[config.mk]
export PLATFORM = sky130hd
export DESIGN_NAME = mux_nx1_rr_reg
export DESIGN_NICKNAME = d
export VERILOG_FILES = /design/src/rtl/mux_nx1_rr_reg.sv
export SDC_FILE = /design/constraint.sdc
export NUM_CORES = 1
export LEC_CHECK = 0
export ABC_AREA = 1
export CORE_MARGIN = 2
export CORE_UTILIZATION = 43
export DETAILED_ROUTE_END_ITERATION = 6
export PLACE_DENSITY = 0.79
export SLEW_MARGIN = 40
export SYNTH_ARGS = -nofsm -noshare
export SYNTH_HDL_FRONTEND = slang
export SYNTH_SLANG_ARGS = --single-unit
[constraint.sdc]
create_clock -name clk -period 2.15 [get_ports clk]
set_input_delay 0.3225 -clock clk [delete_from_list [all_inputs] [get_ports clk]]
set_output_delay 0.3225 -clock clk [all_outputs]
set_load 0.02 [all_outputs]
[src/rtl/mux_nx1_rr_reg.sv]
// N-input, W-bit registered multiplexer with per-channel valid/ready handshake.
// Two select modes: fixed select (mode=0) or round-robin arbitration (mode=1).
// The selected word is captured in a one-entry output register that drains
// through out_valid/out_ready. A drain and a load can share a cycle, so the
// mux sustains one word per cycle.
module mux_nx1_rr_reg #(
  parameter int unsigned N    = 4,
  parameter int unsigned W    = 4,
  parameter int unsigned SELW = $clog2(N)
) (
  input  logic              clk,
  input  logic              reset,
  input  logic [N*W-1:0]    in_data,
  input  logic [N-1:0]      in_valid,
  output logic [N-1:0]      in_ready,
  input  logic              mode,
  input  logic [SELW-1:0]   sel,
  output logic [W-1:0]      out_data,
  output logic [SELW-1:0]   out_sel,
  output logic              out_valid,
  input  logic              out_ready
);

  logic [W-1:0]    words [N];
  logic [SELW-1:0] last_grant;
  logic [SELW-1:0] rr_grant;
  logic            rr_found;
  logic            fixed_hit;
  logic [SELW-1:0] grant;
  logic            granted;
  logic            load_en;
  logic            take;
  int unsigned     probe;

  // Split the flat input bus into per-channel words
  for (genvar g = 0; g < N; g++) begin : g_words
    assign words[g] = in_data[g*W +: W];
  end

  // Output slot can accept a word when empty or draining this cycle
  assign load_en = ~out_valid | out_ready;

  // Fixed-select hit: only in-range select values pointing at a valid channel
  assign fixed_hit = (32'(sel) < N) && in_valid[sel];

  // Round-robin search starting just after the last granted channel
  always_comb begin
    rr_found = 1'b0;
    rr_grant = '0;
    probe    = 0;
    for (int unsigned k = 1; k <= N; k++) begin
      probe = (32'(last_grant) + k) % N;
      if (!rr_found && in_valid[SELW'(probe)]) begin
        rr_found = 1'b1;
        rr_grant = SELW'(probe);
      end
    end
  end

  // Grant selection between fixed and round-robin modes
  always_comb begin
    grant   = '0;
    granted = 1'b0;
    if (mode) begin
      grant   = rr_grant;
      granted = rr_found;
    end else begin
      grant   = sel;
      granted = fixed_hit;
    end
  end

  // One-hot handshake to the granted channel; suppressed while in reset
  always_comb begin
    in_ready = '0;
    for (int unsigned i = 0; i < N; i++) begin
      in_ready[i] = ~reset & load_en & granted & (grant == SELW'(i));
    end
  end

  assign take = |in_ready;

  // Output register: load on handshake, otherwise clear valid on drain
  always_ff @(posedge clk or posedge reset) begin
    if (reset) begin
      out_data  <= '0;
      out_sel   <= '0;
      out_valid <= 1'b0;
    end else if (take) begin
      out_data  <= words[grant];
      out_sel   <= grant;
      out_valid <= 1'b1;
    end else if (out_ready) begin
      out_valid <= 1'b0;
    end
  end

  // Round-robin pointer: advances only on round-robin grants, kept across fixed mode
  always_ff @(posedge clk or posedge reset) begin
    if (reset) begin
      last_grant <= SELW'(N - 1);
    end else if (take && mode) begin
      last_grant <= grant;
    end
  end

endmodule

==> results of run 1 <==
-- logic make-up (layout without fill, tap and decap cells) --
kind of cell / after synthesis / in the layout / synth area share (%)
buf+inv: 15 / 84 / 8.51
compound gates: 10 / 10 / 6.22
simple gates: 116 / 116 / 60.7
flops: 9 / 9 / 24.6
-- critical path, cell delays in order, from the launching register on --
cell and delay (ns):
dfstp_2 0.62, inv_4 0.08, nand2_2 0.08, nand2_2 0.06, nand2_1 0.10, nand2_2 0.08, nor2_4 0.14, nand3_1 0.12
nand3_2 0.10, nor2_4 0.05, nor2_4 0.13, nor2_8 0.06, nor3_2 0.12, buf_4 0.17
-- report_power, final --
part / internal (mW) / leakage (nW) / switching [mW]
Clock: 0.0717 / 0.0150 / 0.0613
Sequential: 0.261 / 0.108 / 0.0737
Combinational: 0.817 / 0.717 / 1.08
-- flip-flops by register name, summed over array words and instances (netlist names) --
name        cells
last_grant      2
out_data        4
out_sel         2
out_valid       1
-- final timing paths --
check | startpoint | to | cells past startpoint
worst min-delay path | reset | out_valid | 3
worst max register to register | last_grant[0] | out_data[0] | 16
max in group asynchronous | reset | last_grant[1] | 3
worst max-delay path | last_grant[0] | in_ready[2] | 13
worst min register to register | out_data[1] | out_data[1] | 2
min in group clk | out_data[1] | out_data[1] | 2
-- metrics by stage --
| step | setup TNS, ns | cell area (um2) |
|---|---|---|
| after floorplan | -0.0479 | 955 |
| after global placement | -2.41 | 1520 |
| after detailed placement | -2.85 | 1520 |
| after CTS | -1.17 | 1660 |
| after global routing | -2.40 | 1680 |
| final | -1.50 | 1680 |
-- metal layers --
| layer | track usage [%] | wire length (um) |
|---|---|---|
| met3 | 2.38 | 86 |
| met4 | 10.4 | 43 |
| met1 | 34.5 | 1470 |
| met5 | 0 | 0 |
| met2 | 54.4 | 1810 |
-- Yosys cell counts, drive strengths merged --
library cell | instances | share of area (%)
buf | 2 | 3.0
dfrtp | 7 | 19
dfstp | 2 | 5.7
nand3 | 17 | 11
nand2 | 85 | 41
a311oi | 1 | 0.95
nor3 | 3 | 1.6
nor2 | 11 | 7.3
inv | 12 | 5.1
o21ai | 6 | 3.2
clkbuf | 1 | 0.41
a21oi | 3 | 2.0
-- repair_timing --
item | in CTS | in global routing
buffers inserted | 5 | 0
pin swaps | 4 | 3
endpoints found under the hold margin | 0 | 0
gates resized for setup | 44 | 4
setup endpoints to repair | 4 | 9
-- area by class of cell --
type / instances / area share, %
multi-input combinational: 126 / 43.3
timing repair buffer: 68 / 36.5
sequential: 9 / 13.6
inverter: 12 / 2.98
tap: 27 / 2.01
clock buffer: 4 / 1.57
==> run metrics, run 1 <==
Hold Buf Count CTS 0; HPWL Detailed roughly 2200 um; clock sink count 9; fill cell count roughly 130; full die area approximately 2500 um2; Synth Area per Inst roughly 6.2 um2; Reg area about 230 um2; Final Setup Violations 8; Hold Violations, Final 0; slack of the critical path -0.354 ns; CTS Buffer Depth 2; fin crit share 116%; cell count after synthesis 150; antenna-violating nets left 0; largest net degree at the start of global routing 10; most common cell after layout, fill and taps aside nand2_1; maximum VDD drop 0.978 mV; max cap viols 0; Final Wtd Congestion between 0.9 and 1; Clock Skew about 0.0051 ns; Inserted Diodes 0; Final Slew Violations 0; mean number of vias per cell a little over 5; min Tclk post-route between 2 and 3 ns; htree depth 1; area grow syn2layout 81.2%; area of the multi-input gates 727 um2; FF-to-FF setup slack -0.07 ns; pwr dens 1410 nW/um2; Initial Util between 40% and 50%; GR Overflow Total 0; WP data arrival about 2.2 ns; placed cell count between 200 and 250; initial DRC count 20; Die Span Y roughly 50 um; Slew headroom about four fifths; drt wl/cell 13.9 um; fin nets approximately 250; First-pass DRT Iterations 4; via count ~1200; DP Worst Slack -0.641 ns; synthesized area roughly 930 um2; CTS root buffer clkbuf_4; later-pin clock latency in the skew report ~0.27 ns; Yosys reg bits 9; hold slack just under 0.4 ns; Synth cell types 24; total CTS buffers 3; Cell Rows 16; WP data required between 1.5 and 2 ns; worst min-delay path category input port to async pin; violated checks setup timing; crit path max fanout 7; status complete, but fails checks; Setup Crit Path Kind flop to output port; final wirelength roughly 3400 um; Core Util, Final 83.8%; core outline area about 2000 um2; Final Non-Filler Cells roughly 250; clk slew on worst S/H paths 0.06 ns; vias in the first global route roughly 1300; CP Capture Type output port; Yosys warning total 0; layout cells sized above 1 between 30% and 40%; most frequent cells in the layout nand2_1, clkdlybuf4s50_1, buf_4; sequential share of the synthesized area between 20% and 30%; # port buffers 36; global-route wire length before repair 5640 um; CP startpoint kind flop; overall power 2.37 mW; total global-route track usage between 20 and 30%; Ports 37; fmax 399 MHz; Slew @ Worst Pin around 0.31 ns; DRC Markers 0; CTS tree yes; syn nets around 180; Die W between 50 and 60 um; initial antenna violation count 0; P_leak between 0.8 and 0.9 nW; unrepaired setup endpoints after global routing true
Power figures use the tool's default switching activity.
==> run 2, diff against run 1 <==
- ABC_AREA: 1 -> unset
- CORE_UTILIZATION: 43 -> 38
- CTS_CLUSTER_SIZE: unset -> 8
- PLACE_DENSITY: 0.79 -> 0.77
==> run 2 against run 1 <==
The run now ends clean. Final cell count fell by 32%. Total power fell by 56%. Via count fell by 30%. Critical path type unchanged. Largest cell class is now buffers. Highest routed layer unchanged.
==> run metrics, run 2 <==
status finished, final reports clean; count leader, synth nor2_1; Largest stage delay, worst path about 0.58 ns; CP startpoint kind flop; Yosys warning total 0; share of the synthesized area in the top cell type ~25%; Cell Rows 15; Worst R2R Start last_grant[0]; most common cell after layout, fill and taps aside clkdlybuf4s50_1; full die area 2170 um2; area grow syn2layout 97.6%; top flop regs out_data x4, last_grant x2, out_sel x2; later-pin clock latency in the skew report between 0.2 and 0.3 ns; core outline area between 1500 and 2000 um2; largest net degree at the start of global routing 10; hold slack 0.376 ns; antenna-violating nets left 0; max cap viols 0; CP delay by family, top flip-flops; clk slew on worst S/H paths ~0.060 ns; Bufs and invs on worst path 2; top post-synthesis cells by count nor2_1, nand2_1, dfrtp_1, nand2b_1, o21ai_0; Synth area leader dfrtp_1; worst min-delay path category input port to async pin; Final Slew Violations 0; global-route wire length before repair about 3400 um; Synth Area per Inst 8.60 um2; CTS Buffer Depth 2; Placed Area approximately 1200 um2; critical path's slowest cell dfstp_2; min Tclk post-route around 2.1 ns; pwr dens around 760 nW/um2; Hold Violations, Final 0; stages on the worst setup path 7; initial antenna violation count 0; Slew @ Worst Pin 0.390 ns; fin nets 170; Clock Skew approximately 0.0010 ns; Inserted Diodes 0; First-pass DRT Iterations 4; Die W 46.6 um; WP data required roughly 1.8 ns; most frequent cells in the layout clkdlybuf4s50_1, buf_4, nand2_1, nor2_1, dfrtp_1; fin crit share 99.1%; post-route cell area 1360 um2; fmax roughly 470 MHz; Die Span Y roughly 47 um; Final Wtd Congestion roughly 0.88; total CTS buffers 3; placed cell count between 150 and 200; Synth Flop Type dfrtp_1; crit path max fanout 3; max FFs per register 4; drt wl/cell 14.0 um; WP data arrival roughly 1.8 ns; Initial Util between 40% and 50%; Final Setup Violations 0; unrepaired setup endpoints after global routing true; sequential share of the synthesized area 33.1%; clock sink count 9; synthesized area between 600 and 700 um2; CTS tree yes; crit-path cells buf_6, nand2b_4, a21o_1, and3_4, o22ai_2, and2_4, buf_6; Yosys reg bits 9; R2R depth 8; largest register by flop count out_data; maximum VDD drop around 0.42 mV; final wirelength 2350 um; via count 872; Hold Buf Count CTS 0; Setup Crit Path Kind flop to output port; Ports 37; HPWL Detailed roughly 1800 um; Synth cell types 30; CP most frequent cell buf_6; Final Non-Filler Cells roughly 170; mean number of vias per cell 5.19; asr flop ratio synth between 90% and 100%; CP Capture Type output port; htree depth 1; P_leak about 0.60 nW; CTS root buffer clkbuf_4; total global-route track usage between 20% and 30%; overall power ~1.0 mW; syn nets between 100 and 150; Slew headroom 73.7%; # port buffers 36; initial DRC count 21; layout cells sized above 1 a little under two fifths; vias in the first global route ~800; Post-synth EDFFs 0; DRC Markers 0; cell count after synthesis 80; fill cell count about 120; synth top area cells dfrtp_1, dfstp_2, nor2_1; crit path from last_grant[0]; GR Overflow Total 0
run 2: cell types whose count changed after synthesis, sizes merged, moves of 7 or more:
cell / before / now
nand3: 17 / 1
nand2b: 0 / 7
nand2: 85 / 12
inv: 12 / 2
run 2: stage by stage:
step / worst slack [ns] / TNS [ns] / utilization [%]
floorplan: 0.317 / 0 / -
global placement: -0.558 / -2.31 / 71.4
detailed placement: -0.591 / -2.66 / 71.4
CTS: 0.0114 / 0 / 73.8
global route: -0.0434 / -0.188 / 79.6
finish: 0.0190 / 0 / 79.6
run 2: final cells by class:
| type | count | area, um2 | area share (%) |
|---|---|---|---|
| clock buffer | 4 | 26.3 | 1.93 |
| sequential | 9 | 228 | 16.7 |
| timing repair buffer | 61 | 544 | 40.0 |
| inverter | 2 | 7.51 | 0.552 |
| tap | 25 | 31.3 | 2.30 |
| multi-input combinational | 67 | 523 | 38.5 |
run 2: layer usage:
metal,vias up,GRT usage [%],share of wire (%)
met1,419,28.9,41
met4,0,6.86,1.4
li1,419,-,-
met5,-,0,0
met3,4,0,3.1
met2,30,38.3,54
run 2: logic make-up after synthesis:
| group | after synthesis | share of synthesized area, % |
|---|---|---|
| AO/OA/AOI/OAI | 26 | 31.1 |
| buffers and inverters | 4 | 2.55 |
| flip-flops | 9 | 33.1 |
| multiplexers | 2 | 4.91 |
| AND/OR/NAND/NOR | 39 | 28.4 |
run 2: what timing repair did:
| item | in CTS | in global routing |
|---|---|---|
| pin swaps | 4 | 10 |
| gates resized for setup | 29 | 17 |
| gates cloned | 0 | 0 |
| setup endpoints to repair | 4 | 4 |
| setup buffers | 1 | 4 |
run 2: worst register-to-register path: cells and delay by family, from the launching register on:
kind / cells / cell delay, ns
AOI/OAI and AO/OA: 4 / 0.79
DFF: 1 / 0.58
buffers and inverters: 2 / 0.26
and+or+nand+nor: 2 / 0.34
run 2: power by group:
part           leakage [nW]  total [mW]  internal, mW  switching, mW
Sequential            0.103       0.286         0.237         0.0496
Clock                0.0150       0.124        0.0711         0.0526
Combinational         0.485       0.623         0.344          0.279
run 2: worst paths after layout:
| path | end | slack (ns) |
|---|---|---|
| worst max-delay path | in_ready[3] | 0.02 |
| worst min-delay path | out_data[2] | 0.38 |
| worst max register to register | out_data[2] | 0.04 |
| worst min register to register | out_sel[1] | 0.46 |
| max in group asynchronous | last_grant[0] | 1.56 |
| min in group clk | out_sel[1] | 0.46 |
==> run 3, diff against run 2 <==
- GPL_TIMING_DRIVEN: unset -> 0
- REMOVE_ABC_BUFFERS: unset -> 1
==> run 3 against run 2 <==
Maximum frequency fell by 1.7%. Design area shrank 11%. Highest routed layer unchanged. Routed wire length shrank 4.2%. Register-to-register slack improved by 0.21 ns. Global-route usage fell by 0.89 points. Flip-flop and latch count unchanged. The flow now finishes with violations (setup timing). Critical path depth decreased by 1. Critical endpoint unchanged. Final cell count decreased by 11%. Via count decreased by 6.9%. Setup slack worse by 0.036 ns.
==> run metrics, run 3 (same netlist as run 2, synthesis figures left out) <==
status complete, but fails checks; violated checks setup timing; layout cells sized above 1 ~28%; largest net degree at the start of global routing 12; vias in the first global route about 760; later-pin clock latency in the skew report approximately 0.26 ns; Die W around 47 um; slack of the critical path -0.0169 ns; maximum VDD drop between 0.4 and 0.5 mV; Final Setup Violations 1; # port buffers 36; worst min-delay path category input port to async pin; hold slack between 0.3 and 0.4 ns; Final Slew Violations 0; pwr dens between 700 and 800 nW/um2; drt wl/cell about 15 um; total global-route track usage between 20% and 30%; most common cell after layout, fill and taps aside clkdlybuf4s50_1; HPWL Detailed around 1600 um; Die Span Y approximately 47 um; unrepaired setup endpoints after global routing true; max cap viols 0; Hold Buf Count CTS 0; Cell Rows 15; Initial Util between 40% and 50%; Clock Skew ~0.0098 ns; P_leak 0.497 nW; critical path's slowest cell dfstp_2; area of the multi-input gates around 520 um2; initial DRC count 28; most frequent cells in the layout clkdlybuf4s50_1, nand2_1, nor2_1; Final Wtd Congestion 0.818; WP data arrival roughly 1.8 ns; clock sink count 9; Slew @ Worst Pin about 0.47 ns; final wirelength about 2300 um; Setup Crit Path Kind flop to output port; top flop regs out_data x4, last_grant x2, out_sel x2; Inserted Diodes 0; htree depth 1; via count 812; WP data required 1.83 ns; Hold Violations, Final 0; Largest stage delay, worst path ~0.6 ns; Worst R2R Start last_grant[0]; antenna-violating nets left 0; Slew headroom 68.6%; FF-to-FF setup slack about 0.25 ns; CP delay by family, top flip-flops; Reg2Reg Capture Point out_data[2]; fmax about 460 MHz; DRC Markers 0; GR Overflow Total 0; full die area between 2000 and 2500 um2; total CTS buffers 3; initial antenna violation count 0; CP Capture Type output port; CTS tree yes; Reg area approximately 230 um2; min Tclk post-route ~2.2 ns; largest register by flop count out_data; R2R depth 7; Ports 37; CTS Buffer Depth 2; fill cell count between 100 and 150; crit path max fanout 5; area grow syn2layout 76.2%; fin nets between 150 and 200; global-route wire length before repair between 3000 and 4000 um; Setup Total Neg Slack -0.0169 ns; Bufs and invs on worst path 1; CTS root buffer clkbuf_4; First-pass DRT Iterations 4; crit-path cells nor3b_4, a311oi_4, nand2_2, o22ai_4, and2_4, buf_6; fin crit share 101%; core outline area between 1500 and 2000 um2; CP startpoint kind flop; clk slew on worst S/H paths approximately 0.070 ns; mean number of vias per cell roughly 5.4; max FFs per register 4
-- run 3: cell types whose count changed in the layout (fill, tap and decap cells not counted), sizes merged --
cell	delta
buf	-18
clkdlybuf4s50	-1
clkinvlp	+1
dlygate4sd2	+1
inv	-1
-- run 3: how the worst max path moves through the flow --
stage             startpoint          end  slack [ns]  depth (start not counted)
2_1_floorplan  last_grant[1]  in_ready[1]        0.32                          5
3_3_place_gp          sel[1]  in_ready[2]       -0.84                          6
3_5_place_dp          sel[1]  in_ready[3]       -0.87                          6
4_1_cts        last_grant[1]  in_ready[3]       -0.02                          6
5_1_grt        last_grant[1]  in_ready[3]       -0.06                          6
6_report       last_grant[1]  in_ready[3]       -0.02                          6
-- run 3: metal layers --
metal	part of all wire, %	global-route usage, %	wire length (um)	vias up
li1	-	-	-	384
met2	53	35.3	1200	30
met1	41	27.8	923	396
met5	0	0	0	-
met3	4.5	0	102	2
met4	1.2	9.71	27	0
-- run 3: metrics by stage --
| step | power, mW | std cells | util (%) | area [um2] | setup slack (ns) |
|---|---|---|---|---|---|
| final | 0.966 | 150 | 71.0 | 1210 | -0.0169 |
| after global routing | 1.01 | 150 | 71.0 | 1210 | -0.0594 |
| after CTS | 0.949 | 149 | 70.3 | 1200 | -0.0174 |
| after detailed placement | 0.721 | 139 | 62.6 | 1070 | -0.866 |
| after global placement | 0.712 | 139 | 62.6 | 1070 | -0.844 |
| after floorplan | 0.532 | 78 | - | 678 | 0.317 |
-- run 3: repair_timing --
| action | CTS | global route |
|---|---|---|
| endpoints found under the setup margin | 4 | 4 |
| pin swaps | 5 | 4 |
| gates resized for setup | 38 | 5 |
| setup buffers | 6 | 1 |
-- run 3: layout make-up --
cell class | count | area share (%)
clock buffers | 4 | 2.17
inverters | 2 | 0.929
multi-input cells | 67 | 43.2
flip-flops and latches | 9 | 18.8
well taps | 25 | 2.58
repair buffers | 43 | 32.3
-- run 3: where the power goes --
part           internal (mW)  leakage [nW]  switching, mW
logic                  0.281         0.379          0.264
clock network         0.0715        0.0150         0.0606
registers              0.236         0.103         0.0518
total                  0.589         0.497          0.376
-- run 3: worst register-to-register path, stage by stage, from the launching register on --
cell and delay, ns:
dfstp_2 0.59, nand2b_4 0.16, a21bo_1 0.14, and3_2 0.26, o22ai_4 0.09, buf_4 0.18
a221oi_1 0.28, a31oi_1 0.11
==> variant 1 (flow settings as in run 3) <==
Change the parameter `W` from 4 to 6.
--- a/src/rtl/mux_nx1_rr_reg.sv
+++ b/src/rtl/mux_nx1_rr_reg.sv
@@ -7,3 +7,3 @@
   parameter int unsigned N    = 4,
-  parameter int unsigned W    = 4,
+  parameter int unsigned W    = 6,
   parameter int unsigned SELW = $clog2(N)
Interface: changed (resized in_data and out_data); port bits go from 37 to 47. The function was not compared with the original's and may differ.
==> variant 1 against run 3 <==
The flow still finishes with violations (setup timing). Wire length up 45%. Design area up 37%. Sequential cell count rose by 2. First-iteration DRC count rose by 54%. Setup slack about the same. Total power rose by 49%. Sequential power is 22% higher. Fmax about the same. Non-clock buffer count up 13. Final cell count increased by 36%. Core utilization decreased by 10 points. Die area grew 51%. Synthesized area is 57% higher. Largest power group unchanged. Highest routed layer unchanged.
==> variant 1: results (changes against run 3) <==
Route
  – Met2 WL post-DR: 1540 um (was 1200 um)
  – Routed vias: 1,173 (was 812)
  – WL/cell: 16.0 um (was 15.0 um)
  – Met3 wire len: 255 um (was 102 um)
  – 1st-iter DRT viols: 43 (was 28)
  – Vias/cell: 5.75 (was 5.41)
  – Metal-1 WL: 1430 um (was 923 um)

Critical path
  – Top Family by Delay on Critical Path: flip-flops (unchanged)
  – Crit-path max FO: 6 (was 5)
  – Reg2reg path depth: 8 (was 7)
  – Crit Reg-Reg Endpoint: out_data[5] (was out_data[2])
  – Reg2Reg Setup Slack: 0.08 ns (was 0.25 ns)
  – Crit path capture: in_ready[1] (was in_ready[3])

Place
  – Total placed cells including tap cells: 190 (was 139)
  – Placed cell area: 1510 um2 (was 1070 um2)
  – Gpl congestion: 0.752 (was 0.818)
  – I/O Buffers: 46 (was 36)
  – HPWL after detailed placement: 2250 um (was 1590 um)
  – Pre-CTS setup slack: -1.09 ns (was -0.866 ns)

STA
  – Setup tns final: -0.0257 ns (was -0.0169 ns)
  – Worst Skew: 0.00285 ns (was 0.00975 ns)
  – Final Setup Violations: 2 (was 1)
  – Worst slew margin: 66.9% (was 68.6%)
  – Final worst slack: -0.0168 ns (was -0.0169 ns)
  – Hold WS: 0.387 ns (was 0.329 ns)

Power
  – Leak pwr: 0.697 nW (was 0.497 nW)
  – Comb group: 0.000953 W (was 0.000545 W)
  – P_sw: 0.000570 W (was 0.000376 W)
  – P per Cell Area: 865 nW/um2 (was 796 nW/um2)
  – Clock share of power: 9.6% (was 13.7%)
  – Peak supply drop: 0.629 mV (was 0.410 mV)

Synth
  – Synth cell types: 36 (was 30)
  – Sequential share of the synthesized area: 25.8% (was 33.1%)
  – Warnings from Yosys: 0 (unchanged)
  – Cells after Synth: 122 (was 80)
  – Synth cell count leaders: 16 x nor2_1, 12 x mux2i_1, 11 x nand2_1, 9 x dfrtp_1, 7 x o21ai_0 (was 12 x nor2_1, 11 x nand2_1, 7 x dfrtp_1, 7 x nand2b_1, 6 x o21ai_0)
  – Leading post-synthesis cells by cell area: dfrtp_1 21%, mux2i_1 11%, mux2_2 6.3% (was dfrtp_1 25%, dfstp_2 7.6%, nor2_1 6.5%)

Outcome
  – Outcome: finished with violations (unchanged)
  – Failing checks: setup timing (unchanged)

Layout
  – Layout cell share with drive strength beyond 1: 26.0% (was 28.0%)
  – Largest regs: out_data x6, last_grant x2, out_sel x2 (was out_data x4, last_grant x2, out_sel x2)
  – Net count, final: 208 (was 152)
  – FILL cells: 239 (was 129)

Global routing
  – Met1 Track Usage GR: 26.8% (was 27.8%)
  – First-pass GRT wire length: 5460 um (was 3280 um)
  – M2 GR Usage: 35.3% (about the same)
  – Tot GR Track Use: 20.9% (about the same)
  – Met3 usage: 2.49% (was 0%)
  – Largest net degree at the start of global routing: 21 (was 12)

CTS
  – Clock Tree Buf Depth: 2 (unchanged)
[variant 1: cell count changes in the layout (fill, tap and decap cells not counted), moves of 3 or more]
cell and change:
nand2b_1 -3, nor2b_1 +3, mux2i_1 +12, a21oi_1 +4, mux2_2 +6, buf_4 +4
nor2_1 +5, a41oi_1 -3, inv_1 +3, clkdlybuf4s50_1 +9, o22a_1 +3
[variant 1: logic make-up after synthesis]
logic type,after synthesis,share of synthesized area (%)
compound gates,35,24.4
buf+inv,14,8.13
flops,11,25.8
mux,21,23.7
simple gates,41,18.0
[variant 1: cell type report]
type | instances | area [um2] | area share [%]
multi-input cells | 97 | 773 | 46.4
repair buffers | 56 | 532 | 31.9
flip-flops and latches | 11 | 278 | 16.7
well taps | 31 | 38.8 | 2.33
clock buffers | 4 | 26.3 | 1.58
inverters | 5 | 18.8 | 1.13
[variant 1: what timing repair did]
action,CTS,global route
setup buffers,8,2
gates resized for setup,41,14
pin swaps,5,7
setup endpoints to repair,12,6
==> variant 2 (flow settings as in run 3) <==
Without the edit above. Add an input register stage for `mode`, without a reset; this delays it by one clock. The other inputs are not delayed to match.
--- a/src/rtl/mux_nx1_rr_reg.sv
+++ b/src/rtl/mux_nx1_rr_reg.sv
@@ -22,2 +22,8 @@
 );
+
+  logic mode_q;
+
+  always_ff @(posedge clk) begin
+    mode_q <= mode;
+  end
 
@@ -63,3 +69,3 @@
     granted = 1'b0;
-    if (mode) begin
+    if (mode_q) begin
       grant   = rr_grant;
@@ -101,3 +107,3 @@
       last_grant <= SELW'(N - 1);
-    end else if (take && mode) begin
+    end else if (take && mode_q) begin
       last_grant <= grant;
Function: changed (a bounded check fails within 4 cycles, from zero or initial values and one cycle with reset high).
==> variant 2 against run 3 <==
The run still ends with setup timing left. Sequential cell count up 1. Total power up 7.7%. Design area up 8.2%. Final cell count up 4.7%. Synthesized area up 8.2%. Setup slack worse by 0.017 ns. Wire length up 2.9%. Sequential share of layout area up 0.21 points. Synthesized cell count up 1.3%. Highest routed layer unchanged.
==> variant 2: results (changes against run 3) <==
Outcome
  – Failing checks: setup timing (unchanged)
  – Outcome: finished with violations (unchanged)

STA
  – Hold WS: 0.436 ns (was 0.329 ns)
  – Final worst slack: -0.0336 ns (was -0.0169 ns)
  – Setup tns final: -0.0336 ns (was -0.0169 ns)
  – Worst Skew: 0.00624 ns (was 0.00975 ns)
  – Final Setup Violations: 1 (unchanged)
  – Least-Margin Pin Slew: 0.394 ns (was 0.471 ns)

Route
  – Drt total wl: 2320 um (was 2260 um)
  – WL/cell: 14.8 um (was 15.0 um)
  – Metal-1 WL: 885 um (was 923 um)
  – 1st-iter DRT viols: 14 (was 28)
  – Met3 wire len: 176 um (was 102 um)

Global routing
  – M2 GR Usage: 36.8% (was 35.3%)
  – Tot GR Track Use: 21.5% (was 20.9%)

Synth
  – Synth cell count leaders: 10 x nand2_1, 8 x mux2i_1, 8 x nor2_1, 7 x dfrtp_1 (was 12 x nor2_1, 11 x nand2_1, 7 x dfrtp_1, 7 x nand2b_1, 6 x o21ai_0)
  – Leading post-synthesis cells by cell area: dfrtp_1 24%, mux2i_1 11%, dfstp_2 7.1% (was dfrtp_1 25%, dfstp_2 7.6%, nor2_1 6.5%)
  – Sequential share of the synthesized area: 33.3% (was 33.1%)

CTS
  – Post-CTS sizing: 31 (was 38)
  – Setup Buffers After CTS: 11 (was 6)

Critical path
  – FF-to-FF Start: last_grant[1] (was last_grant[0])
  – CP arrival: 1.86 ns (was 1.84 ns)
  – Largest stage delay, worst path: 0.61 ns (was 0.59 ns)
  – Crit-path max FO: 7 (was 5)

Layout
  – Net count, final: 157 (was 152)

Place
  – HPWL after detailed placement: 1540 um (was 1590 um)
  – Total placed cells including tap cells: 140 (was 139)

Power
  – Leak pwr: 0.569 nW (was 0.497 nW)
  – P_sw: 0.000384 W (was 0.000376 W)
  – Peak supply drop: 0.538 mV (was 0.410 mV)
==> variant 2: cell types whose count changed after synthesis, moves of 2 or more <==
| cell | run 3 | this run |
|---|---|---|
| nor2b_1 | 0 | 4 |
| nand2b_1 | 7 | 4 |
| o21ai_0 | 6 | 2 |
| a21o_1 | 3 | 1 |
| nor2_1 | 12 | 8 |
| mux2i_1 | 0 | 8 |
| a41oi_1 | 3 | 0 |
| a22oi_1 | 3 | 0 |
| o221ai_1 | 0 | 4 |
| o211ai_1 | 0 | 2 |
| and2_1 | 3 | 1 |
==> variant 2: per-stage QoR <==
| step | worst slack, ns | cell area [um2] |
|---|---|---|
| global placement | -0.892 | 1110 |
| CTS | -0.0147 | 1250 |
| detailed placement | -0.950 | 1110 |
| finish | -0.0336 | 1310 |
| floorplan | 0.0972 | 719 |
| global route | -0.102 | 1310 |
==> variant 2: kinds of logic after synthesis <==
group / after synthesis / share of synthesized area, %
AOI/OAI and AO/OA: 17 / 17.6
buffers and inverters: 5 / 3.87
and+or+nand+nor: 40 / 31.4
muxes: 9 / 13.8
DFF: 10 / 33.3
==> variant 2: cell type report <==
type                    instances  area [um2]
fillers                       156         591
multi-input cells              66         546
repair buffers                 49         443
flip-flops and latches         10         249
clock buffers                   4        36.3
well taps                      27        33.8
inverters                       1        3.75
==> variant 2: power groups by stage <==
stage	Sequential (W)	Clock [W]	Combinational (W)
finish	0.000316	0.000168	0.000555
global route	0.000325	0.000179	0.000595
CTS	0.000308	0.000172	0.000501
detailed placement	0.000313	0	0.000429
floorplan	0.000350	0	0.000197
global placement	0.000311	0	0.000413
==> variant 2: worst reg2reg max path, stage by stage (launching register included) <==
cell and delay [ns]:
dfstp_2 0.61, nand2_1 0.10, o22ai_2 0.22, o211ai_1 0.14, buf_4 0.16, buf_6 0.13, nand2b_2 0.21, o221ai_1 0.21
